File: src/rtl/mc_ctrl_pkg.sv
// rtl/mc_ctrl_pkg.sv - shared state, opcode and datapath-select encodings for the multicycle controller
package mc_ctrl_pkg;

    typedef enum logic [3:0] {
        S_FETCH     = 4'd0,
        S_DECODE    = 4'd1,
        S_MEM_ADDR  = 4'd2,
        S_MEM_RD    = 4'd3,
        S_MEM_WB    = 4'd4,
        S_MEM_WR    = 4'd5,
        S_R_EXEC    = 4'd6,
        S_R_WB      = 4'd7,
        S_BRANCH    = 4'd8,
        S_JUMP      = 4'd9,
        S_ADDI_EXEC = 4'd10,
        S_ADDI_WB   = 4'd11
    } state_e;

    localparam logic [5:0] OP_RTYPE = 6'b000000;
    localparam logic [5:0] OP_LW    = 6'b100011;
    localparam logic [5:0] OP_SW    = 6'b101011;
    localparam logic [5:0] OP_BEQ   = 6'b000100;
    localparam logic [5:0] OP_J     = 6'b000010;
    localparam logic [5:0] OP_ADDI  = 6'b001000;

    localparam logic [1:0] ALUB_REGB    = 2'b00;
    localparam logic [1:0] ALUB_FOUR    = 2'b01;
    localparam logic [1:0] ALUB_IMM     = 2'b10;
    localparam logic [1:0] ALUB_IMM_SH2 = 2'b11;

    localparam logic [1:0] ALUOP_ADD   = 2'b00;
    localparam logic [1:0] ALUOP_SUB   = 2'b01;
    localparam logic [1:0] ALUOP_FUNCT = 2'b10;

    localparam logic [1:0] PCSRC_ALU    = 2'b00;
    localparam logic [1:0] PCSRC_ALUOUT = 2'b01;
    localparam logic [1:0] PCSRC_JUMP   = 2'b10;

    typedef struct packed {
        logic       pc_write;
        logic       pc_write_cond;
        logic       i_or_d;
        logic       mem_read;
        logic       mem_write;
        logic       ir_write;
        logic       mem_to_reg;
        logic       reg_dst;
        logic       reg_write;
        logic       alu_src_a;
        logic [1:0] alu_src_b;
        logic [1:0] alu_op;
        logic [1:0] pc_source;
        logic       instr_done;
    } ctrl_t;

    function automatic logic is_legal_op(input logic [5:0] op);
        return (op == OP_RTYPE) || (op == OP_LW) || (op == OP_SW) ||
               (op == OP_BEQ) || (op == OP_J) || (op == OP_ADDI);
    endfunction

endpackage

File: src/rtl/mc_output_decode.sv
// rtl/mc_output_decode.sv - per-state datapath strobes, with memory-handshake strobes qualified by mem_ready
module mc_output_decode
    import mc_ctrl_pkg::*;
(
    input  state_e state_i,
    input  logic   mem_ready_i,
    output ctrl_t  ctrl_o
);

    always_comb begin
        ctrl_o = '0;
        case (state_i)
            S_FETCH: begin
                ctrl_o.mem_read  = 1'b1;
                ctrl_o.alu_src_b = ALUB_FOUR;
                ctrl_o.alu_op    = ALUOP_ADD;
                ctrl_o.pc_source = PCSRC_ALU;
                // IR and PC only advance on the cycle the fetch actually lands
                ctrl_o.ir_write  = mem_ready_i;
                ctrl_o.pc_write  = mem_ready_i;
            end
            S_DECODE: begin
                ctrl_o.alu_src_b = ALUB_IMM_SH2;
                ctrl_o.alu_op    = ALUOP_ADD;
            end
            S_MEM_ADDR, S_ADDI_EXEC: begin
                ctrl_o.alu_src_a = 1'b1;
                ctrl_o.alu_src_b = ALUB_IMM;
                ctrl_o.alu_op    = ALUOP_ADD;
            end
            S_MEM_RD: begin
                ctrl_o.mem_read = 1'b1;
                ctrl_o.i_or_d   = 1'b1;
            end
            S_MEM_WB: begin
                ctrl_o.reg_write  = 1'b1;
                ctrl_o.mem_to_reg = 1'b1;
                ctrl_o.instr_done = 1'b1;
            end
            S_MEM_WR: begin
                ctrl_o.mem_write  = 1'b1;
                ctrl_o.i_or_d     = 1'b1;
                ctrl_o.instr_done = mem_ready_i;
            end
            S_R_EXEC: begin
                ctrl_o.alu_src_a = 1'b1;
                ctrl_o.alu_src_b = ALUB_REGB;
                ctrl_o.alu_op    = ALUOP_FUNCT;
            end
            S_R_WB: begin
                ctrl_o.reg_write  = 1'b1;
                ctrl_o.reg_dst    = 1'b1;
                ctrl_o.instr_done = 1'b1;
            end
            S_ADDI_WB: begin
                ctrl_o.reg_write  = 1'b1;
                ctrl_o.instr_done = 1'b1;
            end
            S_BRANCH: begin
                ctrl_o.alu_src_a     = 1'b1;
                ctrl_o.alu_src_b     = ALUB_REGB;
                ctrl_o.alu_op        = ALUOP_SUB;
                ctrl_o.pc_write_cond = 1'b1;
                ctrl_o.pc_source     = PCSRC_ALUOUT;
                ctrl_o.instr_done    = 1'b1;
            end
            S_JUMP: begin
                ctrl_o.pc_write   = 1'b1;
                ctrl_o.pc_source  = PCSRC_JUMP;
                ctrl_o.instr_done = 1'b1;
            end
            default: ctrl_o = '0;
        endcase
    end

endmodule

File: src/rtl/multicycle_control.sv
// rtl/multicycle_control.sv - multicycle MIPS-style control FSM: state register, next-state logic, reset gating
module multicycle_control
    import mc_ctrl_pkg::*;
(
    input  logic       clk,
    input  logic       reset,
    input  logic [5:0] opcode,
    input  logic       mem_ready,
    output logic       pc_write,
    output logic       pc_write_cond,
    output logic       i_or_d,
    output logic       mem_read,
    output logic       mem_write,
    output logic       ir_write,
    output logic       mem_to_reg,
    output logic       reg_dst,
    output logic       reg_write,
    output logic       alu_src_a,
    output logic [1:0] alu_src_b,
    output logic [1:0] alu_op,
    output logic [1:0] pc_source,
    output logic [3:0] state,
    output logic       instr_done,
    output logic       illegal_op
);

    state_e state_q;
    state_e state_d;
    ctrl_t  dec_ctrl;
    ctrl_t  ctrl;

    always_ff @(posedge clk) begin
        if (reset) begin
            state_q <= S_FETCH;
        end else begin
            state_q <= state_d;
        end
    end

    always_comb begin
        state_d = state_q;
        case (state_q)
            S_FETCH:     state_d = mem_ready ? S_DECODE : S_FETCH;
            S_DECODE: begin
                case (opcode)
                    OP_RTYPE:     state_d = S_R_EXEC;
                    OP_LW, OP_SW: state_d = S_MEM_ADDR;
                    OP_BEQ:       state_d = S_BRANCH;
                    OP_J:         state_d = S_JUMP;
                    OP_ADDI:      state_d = S_ADDI_EXEC;
                    default:      state_d = S_FETCH;
                endcase
            end
            S_MEM_ADDR:  state_d = (opcode == OP_LW) ? S_MEM_RD : S_MEM_WR;
            S_MEM_RD:    state_d = mem_ready ? S_MEM_WB : S_MEM_RD;
            S_MEM_WB:    state_d = S_FETCH;
            S_MEM_WR:    state_d = mem_ready ? S_FETCH : S_MEM_WR;
            S_R_EXEC:    state_d = S_R_WB;
            S_R_WB:      state_d = S_FETCH;
            S_ADDI_EXEC: state_d = S_ADDI_WB;
            S_ADDI_WB:   state_d = S_FETCH;
            S_BRANCH:    state_d = S_FETCH;
            S_JUMP:      state_d = S_FETCH;
            default:     state_d = S_FETCH;
        endcase
    end

    mc_output_decode u_decode (
        .state_i     (state_q),
        .mem_ready_i (mem_ready),
        .ctrl_o      (dec_ctrl)
    );

    // Outputs are held quiet during reset so no write can escape mid-wait
    assign ctrl = reset ? '0 : dec_ctrl;

    assign pc_write      = ctrl.pc_write;
    assign pc_write_cond = ctrl.pc_write_cond;
    assign i_or_d        = ctrl.i_or_d;
    assign mem_read      = ctrl.mem_read;
    assign mem_write     = ctrl.mem_write;
    assign ir_write      = ctrl.ir_write;
    assign mem_to_reg    = ctrl.mem_to_reg;
    assign reg_dst       = ctrl.reg_dst;
    assign reg_write     = ctrl.reg_write;
    assign alu_src_a     = ctrl.alu_src_a;
    assign alu_src_b     = ctrl.alu_src_b;
    assign alu_op        = ctrl.alu_op;
    assign pc_source     = ctrl.pc_source;
    assign instr_done    = ctrl.instr_done;
    assign illegal_op    = !reset && (state_q == S_DECODE) && !is_legal_op(opcode);
    assign state         = state_q;

endmodule

File: config.mk
export PLATFORM = sky130hd
export DESIGN_NAME = multicycle_control
export DESIGN_NICKNAME = d
export VERILOG_FILES = /design/src/rtl/mc_ctrl_pkg.sv /design/src/rtl/mc_output_decode.sv /design/src/rtl/multicycle_control.sv
export SDC_FILE = /design/constraint.sdc
export NUM_CORES = 1
export LEC_CHECK = 0
export CAP_MARGIN = 20
export CORE_MARGIN = 1.5
export CORE_UTILIZATION = 28
export CTS_BUF_LIST = sky130_fd_sc_hd__clkbuf_8
export DETAILED_ROUTE_END_ITERATION = 10
export PLACE_DENSITY_LB_ADDON = 0.2
export SYNTH_ARGS = -nofsm -noshare
export SYNTH_HDL_FRONTEND = slang
export SYNTH_SLANG_ARGS = --single-unit
File: constraint.sdc
create_clock -name clk -period 2.6 [get_ports clk]
set_clock_uncertainty 0.2 [all_clocks]
set_input_delay 0.65 -clock clk [delete_from_list [all_inputs] [get_ports clk]]
set_output_delay 0.65 -clock clk [all_outputs]
set_load 0.01 [all_outputs]
==> results.py <==
metrics = {
    "job": {
        "drv_cap": 0,
    },
    "floorplan": {
        "coreArea_um2": 2040,
        "ios": 31,
        "die-area_um2": 2550,
        "die_x_um": 50.5,
        "die_h_um": 50.5,
        "placementRows": 16,
        "initial_utilization": 0.309,
    },
    "synth": {
        "synthCells": 86,
        "syn_nets": 95,
        "yosysUniqueCellTypes": 41,
        "synth_seq_cells": 4,
        "seq_area_frac_synth": 0.127,
        "synth-async-reset-ratio": 0,
        "synth_warnings": 0,
        "yosysTopAreaCellShare": 0.127,
        "syn_area_um2": 631,
        "synthFlopType": "dfxtp_1",
        "synthTopCellsByArea": "dfxtp_1 13%, nor2_1 8.9%, nor3_1 5.6%",
        "synth_area_leader_cell": "dfxtp_1",
        "synth_edf_count": 0,
        "synth_area_per_cell_um2": 7.33,
    },
    "timing": {
        "hold_ws_ps": 460,
        "drv_slew": 0,
        "worstMarginPinSlew_ps": 336,
        "hold_viol": 0,
        "timing.final.crit_share": 0.969,
        "setup_viol": 0,
        "relSlewSlack": 0.774,
        "fmax_ghz": 0.397,
        "rsz0062_at_grt": "false",
        "fin_crit_ps": 2520,
        "worst_slack_ps": 80.0,
        "finalSetupTns_ps": 0,
    },
    "clocking": {
        "cts-root-buf": "clkbuf_8",
        "clock_path_buffers": 2,
        "cts.sink_count": 4,
        "numCtsBuffers": 3,
        "cts_max_level": 1,
        "cts_hold_buffers": 0,
        "tritoncts": "done",
        "clk_pin_slew_ps": 30,
        "clock_latency_ps": 220,
    },
    "critical_path": {
        "critPathArrivalTime_ps": 1670,
        "r2r_setup_slack_ps": 1030,
        "cp_max_fo": 2,
        "reg2reg_to": "state[2]",
        "r2r-start": "state[2]",
        "critPathKind": "input pin to output pin",
        "critPathLaunchType": "input pin",
        "r2r.worst_path.cells": 5,
        "crit_required_ps": 1750,
        "endpoint_kind": "output pin",
    },
    "power_and_ir_drop": {
        "total_power_w": 0.000281,
        "p_per_area_nw_per_um2": 255,
        "p_leak_nw": 0.532,
        "ir_drop_uv": 226,
    },
    "place": {
        "gp_congestion": 0.769,
        "port_buffers": 30,
        "hpwlAfterDp_mm": 1.51,
        "dp_worst_setup_slack_ps": -575,
        "dp_cells": 153,
    },
    "routing": {
        "ant_nets": 0,
        "drt-initial-drc-count": 9,
        "finalWirelength_mm": 1.93,
        "drtPass1Iterations": 4,
        "viasPerCell": 5.22,
        "drt-wirelength-per-cell_um": 12.1,
        "num_vias": 830,
        "drc_errors": 0,
    },
    "hold_path": {
        "worstHoldEndpoint": "state[3]",
        "holdPathStages": 1,
        "hold_path_startpoint": "state[0]",
        "hp-class": "register to register",
    },
    "global_routing": {
        "overflow": 0,
        "track_usage": 0.162,
        "grt_antenna_before_repair": 0,
        "grt_max_degree": 18,
        "grt_pass1_wl_mm": 3.24,
        "grt_pass1_vias": 745,
    },
    "final_layout": {
        "final_cell_mix": "21 x buf_4, 17 x dlygate4sd2_1, 14 x nor2_1",
        "final_cell_count_no_fill": 159,
        "drive_gt1_frac": 0.318,
        "final_common_cell": "buf_4",
        "num_antenna_cells": 0,
        "largest_reg_flops": 4,
        "num-nets-final": 143,
        "area_growth_pct": 75.2,
    },
    "outcome": {
        "status": "completed",
    },
}
==> cell type report <==
| cell class | count | area, um^2 |
|---|---|---|
| Clock buffer | 3 | 41.3 |
| Fill cell | 214 | 937 |
| Inverter | 2 | 7.51 |
| Multi-Input combinational cell | 71 | 488 |
| Sequential cell | 4 | 87.6 |
| Tap cell | 27 | 33.8 |
| Timing Repair Buffer | 52 | 447 |
==> cells in the mapped netlist, types with 3 or more instances <==
| library cell | number |
|---|---|
| nor2_1 | 15 |
| a31oi_1 | 4 |
| o21ai_0 | 6 |
| nor3_1 | 7 |
| buf_2 | 4 |
| nand3_1 | 3 |
| dfxtp_1 | 4 |
==> cell families after synthesis <==
| family | synth area share |
|---|---|
| XOR/XNOR | 0.0417 |
| AO/OA/AOI/OAI | 0.242 |
| flip-flops | 0.127 |
| buffers and inverters | 0.135 |
| AND/OR/NAND/NOR | 0.454 |
==> timing repair <==
| action | CTS | global route |
|---|---|---|
| setup endpoints to repair | 18 | 6 |
| pin swaps | 4 | 3 |
| resized for setup | 38 | 8 |
| setup buffers | 2 | 1 |
==> power breakdown <==
| group | switching [W] | internal, W | total (W) |
|---|---|---|---|
| clock | 0.0000314 | 0.0000986 | 0.000130 |
| sequential | 0.00000572 | 0.0000629 | 0.0000687 |
| combinational | 0.0000370 | 0.0000458 | 0.0000828 |
==> worst max-delay path by stage <==
stage                         start  slack [ps]      endpoint  depth (start not counted)
after detailed placement      reset        -580      pc_write                          5
after CTS                     reset         -90      pc_write                          6
final                     mem_ready          80      pc_write                          5
after global placement        reset        -560      pc_write                          5
after global routing       state[1]           2  alu_src_b[1]                          5
after floorplan               reset         240  pc_source[0]                          5
==> critical path, cell delays in order <==
cell and delay, ps:
dlygate4sd2_1 260, buf_4 140, and3b_1 170, or2_1 220, clkdlybuf4s15_1 230
==> metrics by stage <==
stage | utilization | instance area, um^2
final | 0.541 | 1100
after global routing | 0.541 | 1100
after CTS | 0.534 | 1090
after detailed placement | 0.504 | 1030
after global placement | 0.504 | 1030
after floorplan | - | 631
==> layer usage <==
| metal | wire length, um | GRT usage |
|---|---|---|
| met3 | 70 | 0.0208 |
| met1 | 855 | 0.199 |
| met4 | 25 | 0.0541 |
| met2 | 979 | 0.289 |
| met5 | 0 | 0 |
Note: power is estimated with default switching activity, not from simulation.
